<file path="src/rtl/spi_pkg.sv">
// spi_pkg: SFR map, SPCR/SPSR bit positions and sequencer state encoding
package spi_pkg;
   localparam logic [7:0] DEF_SPCR_ADDR = 8'h02;
   localparam logic [7:0] DEF_SPSR_ADDR = 8'h03;
   localparam logic [7:0] DEF_SPDR_ADDR = 8'h04;
   localparam int SPE_BIT  = 6;
   localparam int SPIF_BIT = 0;
   localparam int WCOL_BIT = 1;
   localparam logic [7:0] SPE_MASK = 8'h01 << SPE_BIT;
   localparam logic [7:0] CLR_MASK = (8'h01 << SPIF_BIT) | (8'h01 << WCOL_BIT);
   typedef enum logic [3:0] {
      S_IDLE, S_CFG, S_WAIT_TX, S_WR_DR, S_POLL, S_RD_DR, S_RX_HOLD, S_CLR, S_ABORT, S_DONE
   } state_t;
endpackage

</file>
<file path="src/rtl/spi_sfr_access.sv">
// spi_sfr_access: 2-cycle SETUP/ACCESS engine; SETUP is driven straight from the
// request so a new access can follow an ACCESS cycle with no idle gap.
module spi_sfr_access (
   input  logic       CLK,
   input  logic       RESET,
   input  logic       req,
   input  logic       we,
   input  logic [7:0] addr,
   input  logic [7:0] wdata,
   output logic       ack,
   output logic [7:0] rdata,
   output logic       psel,
   output logic       penable,
   output logic       WE,
   output logic       RE,
   output logic [7:0] ADDRD,
   output logic [7:0] DATABI,
   input  logic [7:0] DATAB
);
   logic       acc, acc_we, setup;
   logic [7:0] addr_q, wdata_q;
   always_ff @(posedge CLK) begin
      if (RESET) begin
         acc     <= 1'b0;
         acc_we  <= 1'b0;
         addr_q  <= 8'h00;
         wdata_q <= 8'h00;
         rdata   <= 8'h00;
      end else begin
         acc <= setup;
         if (setup) begin
            acc_we  <= we;
            addr_q  <= addr;
            wdata_q <= we ? wdata : 8'h00;
         end
         if (setup && !we) rdata <= DATAB;
      end
   end
   always_comb begin
      setup   = req && !acc;
      ack     = acc;
      psel    = setup || acc;
      penable = acc;
      WE      = acc ? acc_we : setup && we;
      RE      = acc ? !acc_we : setup && !we;
      ADDRD   = setup ? addr : addr_q;
      DATABI  = setup ? (we ? wdata : 8'h00) : (acc ? wdata_q : 8'h00);
   end
endmodule

</file>
<file path="src/rtl/spi_xfer_sequencer.sv">
// spi_xfer_sequencer: runs a multi-byte spi_master transaction over its SFR port,
// popping tx bytes and returning received bytes on a valid/ready stream.
module spi_xfer_sequencer
   import spi_pkg::*;
#(
   parameter int         LEN_W     = 8,
   parameter int         TMO_W     = 16,
   parameter logic [7:0] SPCR_ADDR = DEF_SPCR_ADDR,
   parameter logic [7:0] SPSR_ADDR = DEF_SPSR_ADDR,
   parameter logic [7:0] SPDR_ADDR = DEF_SPDR_ADDR
) (
   input  logic             CLK,
   input  logic             RESET,
   input  logic             start,
   input  logic [7:0]       cfg_spcr,
   input  logic [LEN_W-1:0] xfer_len,
   input  logic [7:0]       tx_data,
   input  logic             tx_valid,
   output logic             tx_ready,
   output logic [7:0]       rx_data,
   output logic             rx_valid,
   input  logic             rx_ready,
   output logic             busy,
   output logic             done,
   output logic             err_tmo,
   output logic             err_wcol,
   output logic             psel,
   output logic             penable,
   output logic             WE,
   output logic             RE,
   output logic [7:0]       ADDRD,
   output logic [7:0]       DATABI,
   input  logic [7:0]       DATAB
);
   localparam logic [TMO_W-1:0] TMO_MAX  = '1;
   localparam logic [TMO_W-1:0] TMO_LAST = {{(TMO_W-1){1'b1}}, 1'b0};
   state_t             state, nxt;
   logic [7:0]         cfg_q, tx_byte, addr, wdata, rdata;
   logic [LEN_W-1:0]   len_q, bcnt;
   logic [TMO_W-1:0]   tmo;
   logic               req, we, ack;
   spi_sfr_access u_sfr (
      .CLK(CLK), .RESET(RESET), .req(req), .we(we), .addr(addr), .wdata(wdata),
      .ack(ack), .rdata(rdata), .psel(psel), .penable(penable), .WE(WE), .RE(RE),
      .ADDRD(ADDRD), .DATABI(DATABI), .DATAB(DATAB)
   );
   always_ff @(posedge CLK) begin
      if (RESET) state <= S_IDLE;
      else state <= nxt;
   end
   // A timeout is only acted on at an ACCESS boundary so the in-flight poll completes.
   always_comb begin
      nxt = state;
      case (state)
         S_IDLE:    nxt = start ? S_CFG : S_IDLE;
         S_CFG:     nxt = ack ? S_WAIT_TX : S_CFG;
         S_WAIT_TX: nxt = tx_valid ? S_WR_DR : S_WAIT_TX;
         S_WR_DR:   nxt = ack ? S_POLL : S_WR_DR;
         S_POLL:    nxt = !ack ? S_POLL : (tmo == TMO_MAX) ? S_ABORT : rdata[SPIF_BIT] ? S_RD_DR : S_POLL;
         S_RD_DR:   nxt = ack ? S_RX_HOLD : S_RD_DR;
         S_RX_HOLD: nxt = rx_ready ? S_CLR : S_RX_HOLD;
         S_CLR:     nxt = !ack ? S_CLR : (bcnt == len_q) ? S_DONE : S_WAIT_TX;
         S_ABORT:   nxt = ack ? S_DONE : S_ABORT;
         default:   nxt = S_IDLE;
      endcase
   end
   always_comb begin
      req      = state inside {S_CFG, S_WR_DR, S_POLL, S_RD_DR, S_CLR, S_ABORT};
      we       = !(state inside {S_POLL, S_RD_DR});
      addr     = (state inside {S_CFG, S_ABORT}) ? SPCR_ADDR : (state inside {S_POLL, S_CLR}) ? SPSR_ADDR : SPDR_ADDR;
      wdata    = state == S_CFG ? cfg_q : state == S_WR_DR ? tx_byte : state == S_CLR ? CLR_MASK :
                 state == S_ABORT ? (cfg_q & ~SPE_MASK) : 8'h00;
      tx_ready = state == S_WAIT_TX && tx_valid;
      rx_valid = state == S_RX_HOLD;
      busy     = state != S_IDLE && state != S_DONE;
      done     = state == S_DONE;
   end
   always_ff @(posedge CLK) begin
      if (RESET) begin
         cfg_q    <= 8'h00;
         len_q    <= '0;
         bcnt     <= '0;
         tx_byte  <= 8'h00;
         rx_data  <= 8'h00;
         tmo      <= '0;
         err_tmo  <= 1'b0;
         err_wcol <= 1'b0;
      end else begin
         if (state == S_IDLE && start) begin
            cfg_q    <= cfg_spcr | SPE_MASK;
            len_q    <= xfer_len;
            bcnt     <= '0;
            err_tmo  <= 1'b0;
            err_wcol <= 1'b0;
         end
         if (tx_ready) tx_byte <= tx_data;
         if (state == S_WR_DR) tmo <= '0;
         if (state == S_POLL) tmo <= tmo + 1'b1;
         if (state == S_POLL && tmo == TMO_LAST) err_tmo <= 1'b1;
         if (state == S_POLL && ack && rdata[WCOL_BIT]) err_wcol <= 1'b1;
         if (state == S_RD_DR && ack) rx_data <= rdata;
         if (state == S_CLR && ack && bcnt != len_q) bcnt <= bcnt + 1'b1;
      end
   end
endmodule

</file>
<file path="config.mk">
export PLATFORM = sky130hd
export DESIGN_NAME = spi_xfer_sequencer
export DESIGN_NICKNAME = d
export VERILOG_FILES = /design/src/rtl/spi_pkg.sv /design/src/rtl/spi_sfr_access.sv /design/src/rtl/spi_xfer_sequencer.sv
export SDC_FILE = /design/constraint.sdc
export NUM_CORES = 1
export LEC_CHECK = 0
export BUFFER_PORTS_ARGS = -buffer_cell sky130_fd_sc_hd__buf_2
export CORE_ASPECT_RATIO = 0.75
export CORE_MARGIN = 1.5
export CORE_UTILIZATION = 57
export DETAILED_ROUTE_END_ITERATION = 8
export PLACE_DENSITY = 0.79
export SYNTH_ARGS = -nofsm -noshare
export SYNTH_HDL_FRONTEND = slang
export SYNTH_HIERARCHICAL = 1
export SYNTH_SLANG_ARGS = --single-unit
</file>
<file path="constraint.sdc">
create_clock -name CLK -period 4 [get_ports CLK]
set_input_delay 0.8 -clock CLK [delete_from_list [all_inputs] [get_ports CLK]]
set_output_delay 0.8 -clock CLK [all_outputs]
set_load 0.005 [all_outputs]
</file>
---- Word level (Yosys, flattened, before mapping) ----
Index checks and enable logic that the tools add are counted.
word-level totals
  register bits ........................... 88
  bits of input ports ..................... 37
  logic and storage cells ................. 88
cells by class
  $add $sub $neg .......................... 2
  equality and inequality tests ........... 14
  multiplexer cells ....................... 32
  reduce and logical (&&, ||, !) cells .... 26
operators with widths
  cell                                                  number
  2-to-1 mux 8 bit                                      10
  case mux 4 bit (9 select lines)                       1
  equality test 16 bit (second input constant)          2
  2-to-1 mux 16 bit                                     2
  adder 16 x 1 -> 16 bit (second input constant)        1
  equality test 4 x 3 -> 1 bit (second input constant)  4
  2-to-1 mux 4 bit                                      4
  nonzero test 2 bit                                    7
  logical AND 1 bit                                     12
  2-to-1 mux 1 bit                                      10
  2-to-1 mux 3 bit                                      3
  adder 8 x 1 -> 8 bit (second input constant)          1
  equality test 4 x 2 -> 1 bit (second input constant)  2
  equality test 4 bit (second input constant)           2
  equality test 8 bit                                   1
  inequality test 8 bit                                 1
  nonzero test 6 bit                                    1
  equality test 4 x 1 -> 1 bit (second input constant)  1
  logical NOT 4 bit                                     1
  2-to-1 mux 2 bit                                      2
  inequality test 4 bit (second input constant)         1
  nonzero test 4 bit                                    1
  logical NOT 1 bit                                     3
  logical OR 1 bit                                      1

---- Longest topological paths before layout ----
  word-level depth ........................ 7
  mapped depth ............................ 11
  mapped depth without buffers ............ 7

---- By module ----
The synthesis kept the hierarchy.
by module, submodules not included
  module              times used  cells each  area each (um^2)  seq. area each (um^2)
  spi_xfer_sequencer  1           392         3093.0            1241.2
  spi_sfr_access      1           128         1108.6            520.5

---- Worst setup path after synthesis ----
OpenSTA, ideal clock, no wires.
  kind .................................... register to output
  start point ............................. register state[0]
  end point ............................... output port ADDRD[1]
  data arrival time ....................... 1.748 ns
  slack ................................... 1.452 ns
  cell stages (with the launch flop) ...... 9
  cells stage by stage .................... dfxtp_1 clkbuf_1 clkbuf_1 nor2_1 a21oi_1 o21ai_0 nand2b_1 buf_6 mux2_2
between the ends
  elaborated cells between the ends (all ways) .. 13
  classes of those cells .................. 6 x eq/ne; 3 x mux; 4 x reduce/logical
RTL lines
  what                                                        line                      RTL
  from (decl)                                                 spi_xfer_sequencer.sv:37  state_t state, nxt;
  from (signal assigned)                                      spi_xfer_sequencer.sv:49  else state <= nxt;
  equality test 4 x 1 -> 1 bit, or another cell as far along  spi_xfer_sequencer.sv:68  req = state inside {S_CFG, S_WR_DR, S_POLL, S_RD_DR, S_CLR, S_ABORT};
  nonzero test 6 bit *                                        spi_xfer_sequencer.sv:68
  named net req                                               spi_xfer_sequencer.sv:41  logic req, we, ack;
  logical AND 1 bit *                                         spi_sfr_access.sv:40      setup = req && !acc;
  2-to-1 mux 8 bit *                                          spi_sfr_access.sv:46      ADDRD = setup ? addr : addr_q;
  to (decl)                                                   spi_xfer_sequencer.sv:31  output logic [7:0] ADDRD,
The timed path passes the listed nets; every way through them passes the cells marked *.

---- Final worst setup path ----
  start point ............................. register state[2]
  end point ............................... output port RE
between the ends
  word-level cells in the longest chain between the ends .. 5
  elaborated cells between the ends (all ways) .. 11
  classes of those cells .................. 6 x eq/ne; 1 x mux; 4 x reduce/logical
ends and longest elaborated chain
  what                                                        line                      RTL
  equality test 4 x 1 -> 1 bit, or another cell as far along  spi_xfer_sequencer.sv:68
  nonzero test 6 bit *                                        spi_xfer_sequencer.sv:68
  named net req                                               spi_xfer_sequencer.sv:41
  logical AND 1 bit *                                         spi_sfr_access.sv:40
  logical AND 1 bit *                                         spi_sfr_access.sv:45      RE = acc ? !acc_we : setup && !we;
  2-to-1 mux 1 bit *                                          spi_sfr_access.sv:45
  to (decl)                                                   spi_xfer_sequencer.sv:30  output logic RE,
Marks and branches as above.

==> metrics.cfg <==
[setup_path]
crit_required_ns=3.20
critPathArrivalTime_ns=2.83
worst_setup_path_start_kind=flip-flop
end_kind=output port
worst-path-max-fanout=19
criticalPathCategory=flip-flop to output port

[power]
ir_worst_vdd_uv=188
total_power_mw=1.66
power_switching_uw=445
pwr-share-clk_pct=35.0
p_int_mw=1.22
power_density_mw_per_mm2=351
p_leak_nw=1.96
switching_share_pct=26.7
power_frac_comb_pct=10.1
p_seq_share_pct=54.9

[clock_tree]
cts_tree=yes
clock-sinks=88
htreeDepth=3
cts_resized=0
postCtsSetupBuffers=0
clockRootBuffer=clkbuf_8
ctsHoldBuffers=0
clock_path_buffers=2
numCtsBuffers=9
clkTransAtPathRegs_ns=0.09
insertion_delay_ns=0.36

[yosys]
yosysUniqueCellTypes=56
synthesis.area_mm2=0.00420
ys_top_cells_by_area=dfxtp_1, nand2_1, a21oi_1
synthCells=520
synth-edff-count=0
synthArstFlopShare_pct=0
synth_flop_cell=dfxtp_1
synth_common_cells=dfxtp_1, nand2_1, a21oi_1, nor2_1, o21ai_0
ys_warn_count=6
synth_top_area_share_pct=41.9
synth_area_per_cell_um2=8.08
yosysTopAreaCell=dfxtp_1
synth_seq_area_share_pct=41.9
ys_seq_elements=88

[detailed_routing]
drc=0
avgRoutedWirePerCell_um=13.8
vias_per_cell=5.60
first_pass_iters=5
vias=3800
routed_wl_um=9330
drt_iter0_drc=196
antenna_left=0

[placement]
placed_area_mm2=0.00455
port_buffers=69
gp_congestion=0.882
dp_hpwl_um=6490

[global_routing]
grt_usage_pct=24.7
grt_start_max_net_pins=66
antenna_found_initial=0
grt_pass1_vias=3443
grt_pass1_wl_um=15800
grt_overflow=0

[die]
die_y_um=77.4
coreArea_mm2=0.00696
die_area_mm2=0.00790
row_count=26
io_pins=71
dieWidth_um=102
floorplan.initialDensity_pct=60.4

[hold_path]
hold_class=flip-flop to flip-flop

[layout]
antenna_cells=0
finalInstanceArea_mm2=0.00474
final_nets=615
final_core_util_pct=68.0
drive_gt1_share_pct=19.0
areaGrowthSynthToFinish_pct=12.7
nFillCells=605

[timing]
fin_skew_ns=0.00812
tightest_slew_ns=1.12
slew_viol_final=0
max_freq_mhz=275
fin_crit_sh_pct=90.9
slew-limit-headroom_pct=25.3
hold_viol_final=0
fin_setup_tns_ns=0
grt_setup_unrepaired=false
period_minus_slack_ns=3.63
setup_viol=0

[run_status]
outcome=finished clean

[flow_run]
cap_violations=0

layer usage:
metal	global-route usage, %	share of wire [%]	vias up
li1	-	-	1895
met3	5.23	6.4	11
met4	5.34	0.96	0
met1	34.2	47	1782
met2	39.5	45	112
met5	0	0	-
worst paths after layout:
check / endpoint / cells after the start / slack, ns / start
worst max-delay path: RE / 7 / 0.37 / state[2]
worst min-delay path: err_tmo / 2 / 0.45 / err_tmo
worst max register to register: tmo[9] / 6 / 1.20 / state[2]
worst min register to register: err_tmo / 2 / 0.45 / err_tmo
cell usage in the layout, fill, tap and decap left out, drive strengths merged, types with 6 or more instances in the layout:
cell and instances:
nand4 6, nor2b 10, or2 6, o21ai 31
dfxtp 88, buf 74, xor2 8, nor2 56
nand3 25, a21oi 58, nand2b 10, mux2i 18
inv 7, mux2 12, clkbuf 10, a31oi 6
nand2 88, nor3 7
power by group through the flow:
stage	combinational, mW	sequential (mW)	clock, mW
floorplan	0.124	0.926	0
global placement	0.164	0.933	0
detailed placement	0.167	0.934	0
CTS	0.168	0.913	0.597
global route	0.189	0.917	0.628
finish	0.168	0.914	0.581
cell type report:
cell class / count / area, um^2 / area share (%)
Clock buffer: 10 / 138 / 2.91
Clock inverter: 6 / 48.8 / 1.03
Inverter: 4 / 15.0 / 0.317
Multi-Input combinational cell: 398 / 2270 / 47.9
Sequential cell: 88 / 1760 / 37.2
Tap cell: 98 / 123 / 2.59
Timing Repair Buffer: 74 / 383 / 8.08
flip-flops by register name, indices dropped and copies added, names as in the netlist, 4 cells and up:
name,flops
state,4
tmo,16
rx_data,8
bcnt,8
u_sfr/rdata,8
len_q,8
tx_byte,8
u_sfr/wdata_q,8
u_sfr/addr_q,8
cfg_q,8
worst max-delay path, stage by stage, from the launching register on:
cell and delay [ns]:
dfxtp_1 0.65, buf_4 0.28, a21oi_1 0.08, o21ai_0 0.40
nand2b_1 0.42, buf_4 0.35, o22ai_1 0.14, buf_2 0.16
cells by family after synthesis:
group / Yosys count / share of synthesized area, %
simple gates: 239 / 28.0
compound gates: 111 / 14.5
flops: 88 / 41.9
buf+inv: 38 / 4.47
mux: 30 / 8.04
xor+xnor: 10 / 2.08
fa+ha+maj: 3 / 0.893
other cells: 1 / 0.0893
metrics by stage:
| step | setup slack, ns | hold slack [ns] | instances |
|---|---|---|---|
| after floorplan | 1.45 | 0.437 | 524 |
| after global placement | 0.998 | 0.439 | 662 |
| after detailed placement | 0.814 | 0.440 | 662 |
| after CTS | 0.421 | 0.453 | 678 |
| after global routing | 0.150 | 0.480 | 678 |
| final | 0.366 | 0.452 | 678 |
Power figures use the tool's default switching activity.
